## config.mk

```make
export PLATFORM = sky130hd
export DESIGN_NAME = mult_booth8_seq
export DESIGN_NICKNAME = d
export VERILOG_FILES = /design/src/rtl/mult_pkg.sv /design/src/rtl/booth8_recoder.sv /design/src/rtl/mult_booth8_seq.sv
export SDC_FILE = /design/constraint.sdc
export NUM_CORES = 1
export LEC_CHECK = 0
export ABC_AREA = 1
export ABC_CLOCK_PERIOD_IN_PS = 6950
export BUFFER_PORTS_ARGS = -buffer_cell sky130_fd_sc_hd__buf_4
export CAP_MARGIN = 40
export CORE_MARGIN = 2
export CORE_UTILIZATION = 60
export CTS_CLUSTER_DIAMETER = 120
export DETAILED_ROUTE_END_ITERATION = 16
export GPL_ROUTABILITY_DRIVEN = 0
export PLACE_DENSITY = 0.91
export SYNTH_ARGS = -nofsm -noshare
export SYNTH_HDL_FRONTEND = slang
export SYNTH_SLANG_ARGS = --single-unit
```

## constraint.sdc

```tcl
create_clock -name iClk -period 6.95 [get_ports iClk]
set_input_delay 0.695 -clock iClk [delete_from_list [all_inputs] [get_ports iClk]]
set_output_delay 0.695 -clock iClk [all_outputs]
set_load 0.005 [all_outputs]
```

## src/rtl/mult_pkg.sv

```systemverilog
// Shared types and helpers for the radix-8 Booth sequential multiplier.
//   booth_digit_e : recoded Booth digit, -4..+4
//   ngrp_f()      : number of radix-8 groups needed for a BITS-wide operand
//                   extended by one sign bit, i.e. ceil((BITS+1)/3)
package mult_pkg;

  typedef enum logic [3:0] {
    ZERO,
    P1, P2, P3, P4,
    N1, N2, N3, N4
  } booth_digit_e;

  function automatic int unsigned ngrp_f(input int unsigned bits);
    return (bits + 3) / 3;
  endfunction

endpackage

```

## src/rtl/booth8_recoder.sv

```systemverilog
// Combinational radix-8 Booth recoder.
// Ports:
//   grp_i   : {q[3k+2], q[3k+1], q[3k], q[3k-1]} for group k
//   digit_o : digit value -4*b2 + 2*b1 + b0 + b(-1)
module booth8_recoder
  import mult_pkg::*;
(
  input  logic [3:0]   grp_i,
  output booth_digit_e digit_o
);

  always_comb begin
    digit_o = ZERO;
    case (grp_i)
      4'b0001, 4'b0010: digit_o = P1;
      4'b0011, 4'b0100: digit_o = P2;
      4'b0101, 4'b0110: digit_o = P3;
      4'b0111:          digit_o = P4;
      4'b1000:          digit_o = N4;
      4'b1001, 4'b1010: digit_o = N3;
      4'b1011, 4'b1100: digit_o = N2;
      4'b1101, 4'b1110: digit_o = N1;
      default:          digit_o = ZERO;
    endcase
  end

endmodule

```

## src/rtl/mult_booth8_seq.sv

```systemverilog
// Sequential radix-8 Booth multiplier: one Booth group per clock, NGRP
// cycles per product, valid/ready handshake on both sides.
// Ports:
//   iClk, iRst      : clock, synchronous active-high reset
//   iValid / oReady : operand handshake (iM, iQ, optional iSigned)
//   oValid / iReady : product handshake (oZ = iM*iQ mod 2^(2*BITS))
// Configuration macro: MULT_SIGNED_EN adds the iSigned port; without it
// both operands are unsigned.
module mult_booth8_seq
  import mult_pkg::*;
#(
  parameter int unsigned BITS = 16
) (
  input  logic              iClk,
  input  logic              iRst,
  input  logic              iValid,
  output logic              oReady,
  input  logic [BITS-1:0]   iM,
  input  logic [BITS-1:0]   iQ,
`ifdef MULT_SIGNED_EN
  input  logic              iSigned,
`endif
  output logic              oValid,
  input  logic              iReady,
  output logic [2*BITS-1:0] oZ
);

  localparam int unsigned NGRP = ngrp_f(BITS);
  localparam int unsigned MW   = BITS + 1;      // extended operand
  localparam int unsigned XW   = BITS + 3;      // room for +-4*M
  localparam int unsigned QW   = 3 * NGRP;      // multiplier covering all groups
  localparam int unsigned AW   = 2 * BITS + 3;  // accumulator
  localparam int unsigned CW   = $clog2(NGRP + 1);

  typedef enum logic [1:0] {IDLE, CALC, DONE} state_e;

  state_e        state_q, state_d;
  logic [CW-1:0] cnt_q, cnt_d;
  logic [MW-1:0] m_q, m_d;
  logic [XW-1:0] m3_q, m3_d;
  logic [QW-1:0] q_q, q_d;
  logic          qprev_q, qprev_d;
  logic [AW-1:0] acc_q, acc_d;

  logic          sgn;
  logic          accept;
  logic [MW-1:0] m_ext, q_ext;
  logic [XW-1:0] m_cap_w, m_w, mag, sel;
  logic [AW-1:0] pp;
  int unsigned   shamt;
  booth_digit_e  digit;

`ifdef MULT_SIGNED_EN
  assign sgn = iSigned;
`else
  assign sgn = 1'b0;
`endif

  assign m_ext   = {sgn & iM[BITS-1], iM};
  assign q_ext   = {sgn & iQ[BITS-1], iQ};
  assign m_cap_w = XW'($signed(m_ext));

  assign oReady = (state_q == IDLE) || ((state_q == DONE) && iReady);
  assign oValid = (state_q == DONE);
  assign oZ     = acc_q[2*BITS-1:0];
  assign accept = iValid && oReady;

  // The multiplier is consumed from a right-shifting register, so the
  // current group is always the low three bits plus the last bit shifted out.
  booth8_recoder u_recoder (
    .grp_i   ({q_q[2:0], qprev_q}),
    .digit_o (digit)
  );

  // Partial product: only shifts and the stored 3M feed the single adder.
  always_comb begin
    m_w = XW'($signed(m_q));
    case (digit)
      P1, N1:  mag = m_w;
      P2, N2:  mag = m_w << 1;
      P3, N3:  mag = m3_q;
      P4, N4:  mag = m_w << 2;
      default: mag = '0;
    endcase
    sel   = (digit inside {N1, N2, N3, N4}) ? -mag : mag;
    shamt = 3 * int'(cnt_q);
    pp    = AW'($signed(sel)) << shamt;
  end

  always_comb begin
    state_d = state_q;
    cnt_d   = cnt_q;
    m_d     = m_q;
    m3_d    = m3_q;
    q_d     = q_q;
    qprev_d = qprev_q;
    acc_d   = acc_q;

    case (state_q)
      CALC: begin
        acc_d   = acc_q + pp;
        q_d     = {{3{q_q[QW-1]}}, q_q[QW-1:3]};
        qprev_d = q_q[2];
        cnt_d   = cnt_q + CW'(1);
        if (cnt_q == CW'(NGRP - 1)) state_d = DONE;
      end
      DONE: begin
        if (iReady) state_d = IDLE;
      end
      default: ;
    endcase

    // Capture overrides the DONE->IDLE retire so back-to-back works.
    if (accept) begin
      state_d = CALC;
      cnt_d   = '0;
      m_d     = m_ext;
      m3_d    = m_cap_w + (m_cap_w << 1);
      q_d     = QW'($signed(q_ext));
      qprev_d = 1'b0;
      acc_d   = '0;
    end
  end

  always_ff @(posedge iClk) begin
    if (iRst) begin
      state_q <= IDLE;
      cnt_q   <= '0;
      m_q     <= '0;
      m3_q    <= '0;
      q_q     <= '0;
      qprev_q <= 1'b0;
      acc_q   <= '0;
    end else begin
      state_q <= state_d;
      cnt_q   <= cnt_d;
      m_q     <= m_d;
      m3_q    <= m3_d;
      q_q     <= q_d;
      qprev_q <= qprev_d;
      acc_q   <= acc_d;
    end
  end

endmodule

```

==> summary.md, run 1 <==
| Metric | Value |
|---|---|
| Crit-path most repeated cell | `inv_1` |
| Relative slew slack | `38.90%` |
| Dpl cell area | `8578 um^2` |
| Post-synth EDFFs | `0` |
| Vias | `8,754` |
| CTS buffer count | `9` |
| Reg-to-Reg Start | `q_q[0]$_SDFFE_PP0P_` |
| Post-synthesis simple-gate area fraction | `35.97%` |
| FF-to-FF path depth | `36` |
| Port Buffers | `69` |
| Number of global-route vias before repair | `8,022` |
| CP Capture Point | `acc_q[27]$_SDFFE_PP0P_` |
| Final worst path period need | `6.335 ns` |
| Critical Path RT | `7.19 ns` |
| Area grow syn2layout | `10.52%` |
| CTS H-Tree Depth | `3` |
| Setup Skew | `0.01123 ns` |
| Peak supply drop | `0.1964 mV` |
| Initial DRT Pass Iterations | `7` |
| CTS tree | `built` |
| Largest net degree at the start of global routing | `64` |
| Largest family of logic cells by synthesized area | `simple AND/OR/NAND/NOR gates` |
| Clock sinks | `87` |
| Final setup fails | `0` |
| Worst Setup Start Kind | `flip-flop` |
| CP Launch Point | `q_q[0]$_SDFFE_PP0P_` |
| Leak | `4.513 nW` |
| Slew Limit Fails | `0` |
| Most used DFF post-synth | `dfxtp_1` |
| Fraction of registers with async set/reset | `0%` |
| Dpl cells | `1,493` |
| Initial antenna violation count | `0` |
| Post-DP HPWL | `16,210 um` |
| Num ports | `70` |
| XOR/XNOR Fraction of Synth Area | `3.808%` |
| Fmax | `157.9 MHz` |
| R2r endpoint | `acc_q[27]$_SDFFE_PP0P_` |
| Crit path arrival time | `6.58 ns` |
| Longest Clk Path Bufs | `2` |
| Overflow after GRT | `0` |
| Synthesized cell area | `8049 um^2` |
| Fin nets | `1,426` |
| Clk slew on worst S/H paths | `0.07 ns` |
| CP peak stage delay | `0.39 ns` |
| Post-Synthesis Cells | `1,289` |
| Area fraction in compound gates after synthesis | `18.19%` |
| ANT cells | `0` |
| Hold Fails Final Rpt | `0` |
| Net Count, Synth | `1,387` |
| Routed Antenna Nets | `0` |
| Commonest non-fill, non-tap cell in the layout | `nand2_1` |
| Synth cell types | `58` |
| Ys Warns | `0` |
| Maximum capacitance violations | `0` |
| Syn_area_per_cell | `6.244 um^2` |
| Post-synthesis mux area share | `0.1244%` |
| Power Density | `274.4 nW/um^2` |
| Initial DRC count | `890` |
| Post-CTS Hold Buffers | `0` |
| Routed WL | `21,750 um` |
| Flops & latches, synth | `87` |
| All-layer global routing usage | `30.89%` |
| Initial Utilization | `61.02%` |
| Min-Delay Path Class | `flip-flop to flip-flop` |
| Final non-filler cell total | `1,509` |
| Pre-CTS setup slack | `0.7899 ns` |
| Fin crit share | `91.15%` |
| CP Class | `flip-flop to flip-flop` |
| FF-to-FF setup slack | `0.62 ns` |
| Clock Latency Late Sink | `0.36 ns` |
| Cell area after layout | `8896 um^2` |
| Setup WS post-layout | `0.6153 ns` |
| Critical Path Fanout Max | `35` |
| Core area | `13,190 um^2` |
| Die ar. | `14,360 um^2` |
| Root Driver | `clkbuf_16` |
| RSZ-0062 raised after global routing | `false` |
| Post-cts resize count | `0` |
| Synth Area in Adders | `9.918%` |
| Die Wd | `119.8 um` |
| Setup TNS | `0 ns` |
| Die H | `119.8 um` |
| Post-CTS Setup Inserts | `0` |
| Actual slew at the worst max-slew pin | `0.9154 ns` |
| Average wire per standard cell | `14.41 um` |
| Status | `complete, no violations` |
| CP max-delay cell | `a21oi_1` |
| Post-synthesis sequential area ratio | `21.64%` |
| Core Rows | `42` |
| DRC | `0` |
| First-pass GRT wire length | `36,710 um` |
| Worst setup EP type | `flip-flop` |
| Power consumption | `2.441 mW` |
| Most frequent cells in the layout | `nand2_1, nor2_1, inv_1` |
| Layout cells sized above 1 | `10.73%` |
| Vias per cell | `5.801` |
## worst min-delay path by stage
stage                                     start                     to  cells after the start
after floorplan           m3_q[12]$_SDFFE_PP0P_  m3_q[12]$_SDFFE_PP0P_                      2
after global placement     m3_q[9]$_SDFFE_PP0P_   m3_q[9]$_SDFFE_PP0P_                      2
after detailed placement   m3_q[7]$_SDFFE_PP0P_   m3_q[7]$_SDFFE_PP0P_                      2
after CTS                   q_q[8]$_SDFFE_PP0P_    q_q[8]$_SDFFE_PP0P_                      2
after global routing        q_q[9]$_SDFFE_PP0P_    q_q[9]$_SDFFE_PP0P_                      2
final                     m3_q[12]$_SDFFE_PP0P_  m3_q[12]$_SDFFE_PP0P_                      2
## report_power, final
| group | internal [mW] | leakage [nW] | switching, mW |
|---|---|---|---|
| clock network | 0.290 | 0.156 | 0.240 |
| registers | 0.586 | 0.712 | 0.0742 |
| logic | 0.436 | 3.65 | 0.816 |
## flip-flops by register name, indices dropped and copies added, names as in the netlist
name and flops:
acc_q 32, m_q 16, qprev_q 1, m3_q 17, state_q 2, q_q 16
cnt_q 3
## routing by layer
layer  global-route usage, %  wire (um)  share of wire, %  vias up
met4                   11.18        606               2.8        0
met5                       0          0                 0        -
met2                   52.36      10290                47      415
met1                   39.45       9282                43     3915
met3                   5.276       1573               7.2       58
li1                        -          -                 -     4366
## cell families after synthesis
group | after synthesis
DFF | 87
muxes | 1
xor gates and xnor gates | 35
AOI/OAI and AO/OA | 252
buffers and inverters | 194
adders and majority gates | 62
and+or+nand+nor | 658
## worst max-delay path: cells and delay by family (launching register included)
family	cells	cell delay (ns)
adders and majority gates	3	0.80
and+or+nand+nor	11	1.37
xor gates and xnor gates	2	0.36
buffers and inverters	7	0.48
AOI/OAI and AO/OA	12	2.71
muxes	1	0.12
DFF	1	0.36
## Yosys cell counts, types with 5 or more instances
master / n / area, um^2
nand4_1: 15 / 93.84
nor2_2: 14 / 87.58
nor3_1: 7 / 35.03
nand3_1: 131 / 655.6
clkbuf_1: 33 / 123.9
buf_6: 6 / 67.56
a31oi_1: 18 / 112.6
o21a_1: 7 / 52.55
nand2_1: 312 / 1171
nor2_4: 5 / 56.30
inv_2: 6 / 22.52
xnor2_1: 9 / 78.83
nand3_2: 5 / 50.05
o21ai_0: 106 / 530.5
o31ai_1: 6 / 45.04
inv_1: 132 / 495.5
o21ai_1: 5 / 25.02
ha_1: 59 / 738.2
xor2_1: 26 / 227.7
o211ai_1: 8 / 60.06
dfxtp_1: 87 / 1742
a21oi_1: 65 / 325.3
nor2_1: 149 / 559.3
o21bai_1: 5 / 37.54
clkinv_1: 5 / 18.77
## per-stage QoR
stage                     util (%)  hold WS, ns
after floorplan                  -       0.4291
after global placement       64.92       0.4562
after detailed placement     65.04       0.4609
after CTS                    67.44       0.4806
after global routing         67.44       0.4953
final                        67.44       0.4791
## area by class of cell
cell class	count	area, um^2
sequential	87	1742
tap	176	220.2
clock buffer	9	225.2
multi-input combinational	1008	5479
clock inverter	7	92.59
fill	1119	4294
timing repair buffer	79	600.6
inverter	143	536.8
Power figures use the tool's default switching activity.
==> inputs of run 2 (changes only) <==
Settings changed: BUFFER_PORTS_ARGS -buffer_cell sky130_fd_sc_hd__buf_4 to -buffer_cell sky130_fd_sc_hd__clkbuf_2, GPL_TIMING_DRIVEN set to 0.
==> run 2 against run 1 <==
Routed wire length increased by 4.3%. Utilization up 0.44 points. Final cell count up 2.7%. First-iteration DRC count is 3.7% lower. Flip-flop and latch count stayed put. Global-route usage increased by 0.92 points. Sequential share of layout area is 0.13 points lower. Worst hold slack lost 0.0076 ns. Register-to-register slack worse by 0.15 ns. Count of clock-buffer cells in the layout unchanged. Critical endpoint is now acc_q[25]$_SDFFE_PP0P_.
==> summary.md, run 2 (synthesized netlist as in run 1, its figures left out) <==
| Metric | Value |
|---|---|
| Status | `complete, no violations (unchanged)` |
| Number of global-route vias before repair | `8,133 (was 8,022)` |
| Die H | `119.8 um (unchanged)` |
| CTS tree | `built (unchanged)` |
| Num ports | `70 (unchanged)` |
| Relative slew slack | `49.07% (was 38.90%)` |
| P_sw | `1.160 mW (was 1.130 mW)` |
| DRC | `0 (unchanged)` |
| Min-Delay Path Class | `flip-flop to flip-flop (unchanged)` |
| Routed WL | `22,680 um (was 21,750 um)` |
| Final non-filler cell total | `1,550 (was 1,509)` |
| Core area | `13,190 um^2 (unchanged)` |
| CTS H-Tree Depth | `3 (unchanged)` |
| Setup WS post-layout | `0.4691 ns (was 0.6153 ns)` |
| Setup Skew | `0.01642 ns (was 0.01123 ns)` |
| Int Pwr | `1.351 mW (was 1.312 mW)` |
| RSZ-0062 raised after global routing | `false (unchanged)` |
| Clk slew on worst S/H paths | `0.07 ns (about the same)` |
| Dpl cells | `1,534 (was 1,493)` |
| Max FFs per register | `32 (unchanged)` |
| Core Rows | `42 (unchanged)` |
| FF-to-FF path depth | `30 (was 36)` |
| Critical Path RT | `7.20 ns (was 7.19 ns)` |
| Worst setup EP type | `flip-flop (unchanged)` |
| Leak | `4.560 nW (was 4.513 nW)` |
| CP Class | `flip-flop to flip-flop (unchanged)` |
| Peak supply drop | `0.1597 mV (was 0.1964 mV)` |
| All-layer global routing usage | `31.81% (was 30.89%)` |
| Maximum capacitance violations | `0 (unchanged)` |
| Clock sinks | `87 (unchanged)` |
| CTS buffer count | `9 (unchanged)` |
| Most frequent cells in the layout | `nand2_1, nor2_1, inv_1 (unchanged)` |
| Reg-to-Reg Start | `q_q[0]$_SDFFE_PP0P_ (unchanged)` |
| FF-to-FF setup slack | `0.47 ns (was 0.62 ns)` |
| Comb pwr share | `51.5% (was 51.3%)` |
| Fin nets | `1,467 (was 1,426)` |
| CP max-delay cell | `nor2_1 (was a21oi_1)` |
| Crit-path most repeated cell | `inv_1 (unchanged)` |
| Worst Setup Start Kind | `flip-flop (unchanged)` |
| Slew Limit Fails | `0 (unchanged)` |
| Post-cts resize count | `0 (unchanged)` |
| Average wire per standard cell | `14.63 um (was 14.41 um)` |
| Routed Antenna Nets | `0 (unchanged)` |
| Overflow after GRT | `0 (unchanged)` |
| Fmax | `154.3 MHz (was 157.9 MHz)` |
| Vias | `8,976 (was 8,754)` |
| Die ar. | `14,360 um^2 (unchanged)` |
| Fin crit share | `93.25% (was 91.15%)` |
| Hold depth | `2 (unchanged)` |
| ANT cells | `0 (unchanged)` |
| Root Driver | `clkbuf_16 (unchanged)` |
| Initial DRT Pass Iterations | `6 (was 7)` |
| First-pass GRT wire length | `37,590 um (was 36,710 um)` |
| Port Buffers | `69 (unchanged)` |
| Final setup fails | `0 (unchanged)` |
| Min-Delay Endpoint | `m3_q[2]$_SDFFE_PP0P_ (was m3_q[12]$_SDFFE_PP0P_)` |
| Layout cells sized above 1 | `10.77% (was 10.73%)` |
| Final Core Density | `67.88% (was 67.44%)` |
| Commonest non-fill, non-tap cell in the layout | `nand2_1 (unchanged)` |
| Clock power frac | `22.3% (was 21.7%)` |
| Initial antenna violation count | `0 (unchanged)` |
| R2r endpoint | `acc_q[25]$_SDFFE_PP0P_ (was acc_q[27]$_SDFFE_PP0P_)` |
| Critical Path Fanout Max | `7 (was 35)` |
| Actual slew at the worst max-slew pin | `0.7612 ns (was 0.9154 ns)` |
| Most flop-heavy register | `acc_q (unchanged)` |
| Vias per cell | `5.791 (was 5.801)` |
| Hold_sp | `m3_q[2]$_SDFFE_PP0P_ (was m3_q[12]$_SDFFE_PP0P_)` |
| Biggest regs | `acc_q x32, m3_q x17 (unchanged)` |
| Hold Fails Final Rpt | `0 (unchanged)` |
| Reg power frac | `26.2% (was 27.0%)` |
| Largest net degree at the start of global routing | `18 (was 64)` |
| Final worst path period need | `6.481 ns (was 6.335 ns)` |
| Crit path arrival time | `6.73 ns (was 6.58 ns)` |
| Longest Clk Path Bufs | `2 (unchanged)` |
| Initial DRC count | `857 (was 890)` |
| Setup TNS | `0 ns (unchanged)` |
| Initial Utilization | `61.02% (unchanged)` |
| Post-CTS Hold Buffers | `0 (unchanged)` |
| Sw frac | `46.19% (was 46.27%)` |
| CP peak stage delay | `0.53 ns (was 0.39 ns)` |
| Post-DP HPWL | `17,930 um (was 16,210 um)` |
| Clock Latency Late Sink | `0.36 ns (about the same)` |
| Post-CTS Setup Inserts | `0 (unchanged)` |
| Pre-CTS setup slack | `0.6320 ns (was 0.7899 ns)` |
| Die Wd | `119.8 um (unchanged)` |
| Power Density | `280.4 nW/um^2 (was 274.4 nW/um^2)` |
| Area grow syn2layout | `11.24% (was 10.52%)` |
[run 2: cell types whose count changed in the layout (fill, tap and decap cells not counted), moves of 2 or more]
cell / change
clkbuf_2: +69
clkinv_4: +2
buf_2: +3
clkbuf_8: +3
buf_4: -76
clkbuf_4: +2
buf_6: +6
inv_6: -3
clkbuf_1: +33
[run 2: power by group through the flow]
stage | Combinational, mW | Clock [mW] | Sequential, mW
after global placement | 1.22 | 0 | 0.663
final | 1.29 | 0.559 | 0.659
after floorplan | 0.936 | 0 | 0.650
after detailed placement | 1.25 | 0 | 0.667
after global routing | 1.44 | 0.581 | 0.666
after CTS | 1.26 | 0.558 | 0.656
[run 2: worst max-delay path by stage]
stage	slack (ns)	from	endpoint	depth (start not counted)
final	0.47	q_q[0]$_SDFFE_PP0P_	acc_q[25]$_SDFFE_PP0P_	30
after global routing	0.02	q_q[0]$_SDFFE_PP0P_	acc_q[27]$_SDFFE_PP0P_	32
after CTS	0.58	q_q[0]$_SDFFE_PP0P_	acc_q[25]$_SDFFE_PP0P_	30
after detailed placement	0.63	q_q[0]$_SDFFE_PP0P_	acc_q[25]$_SDFFE_PP0P_	30
after global placement	0.77	q_q[0]$_SDFFE_PP0P_	acc_q[27]$_SDFFE_PP0P_	32
after floorplan	1.82	q_q[0]$_SDFFE_PP0P_	acc_q[27]$_SDFFE_PP0P_	32
[run 2: through the flow]
stage	cell area, um^2	hold slack [ns]	power [mW]
floorplan	8049	0.4291	1.586
global placement	8615	0.4449	1.880
detailed placement	8615	0.4588	1.917
CTS	8954	0.4759	2.476
global route	8954	0.4948	2.684
finish	8954	0.4715	2.511
[run 2: worst max-delay path: cells and delay by family, from the launching register on]
| kind | cells | cell delay [ns] |
|---|---|---|
| AOI/OAI and AO/OA | 12 | 2.99 |
| buffers and inverters | 4 | 0.30 |
| muxes | 1 | 0.12 |
| and+or+nand+nor | 8 | 1.27 |
| adders and majority gates | 3 | 0.97 |
| xor gates and xnor gates | 2 | 0.37 |
| DFF | 1 | 0.36 |
[run 2: final cells by class]
cell class / instances / area [um^2]
repair buffers: 69 / 345.3
multi-input cells: 1008 / 5474
clock buffers: 9 / 225.2
fillers: 1113 / 4237
flip-flops and latches: 87 / 1742
inverters: 143 / 536.8
plain buffers: 51 / 296.5
well taps: 176 / 220.2
clock inverters: 7 / 113.9
[run 2: routing by layer]
layer	track usage, %	vias to the layer above	routed length, um
met5	0	-	0
met4	14.56	0	944
met3	4.753	87	1682
met2	55.36	425	10740
met1	38.65	4010	9312
li1	-	4454	-
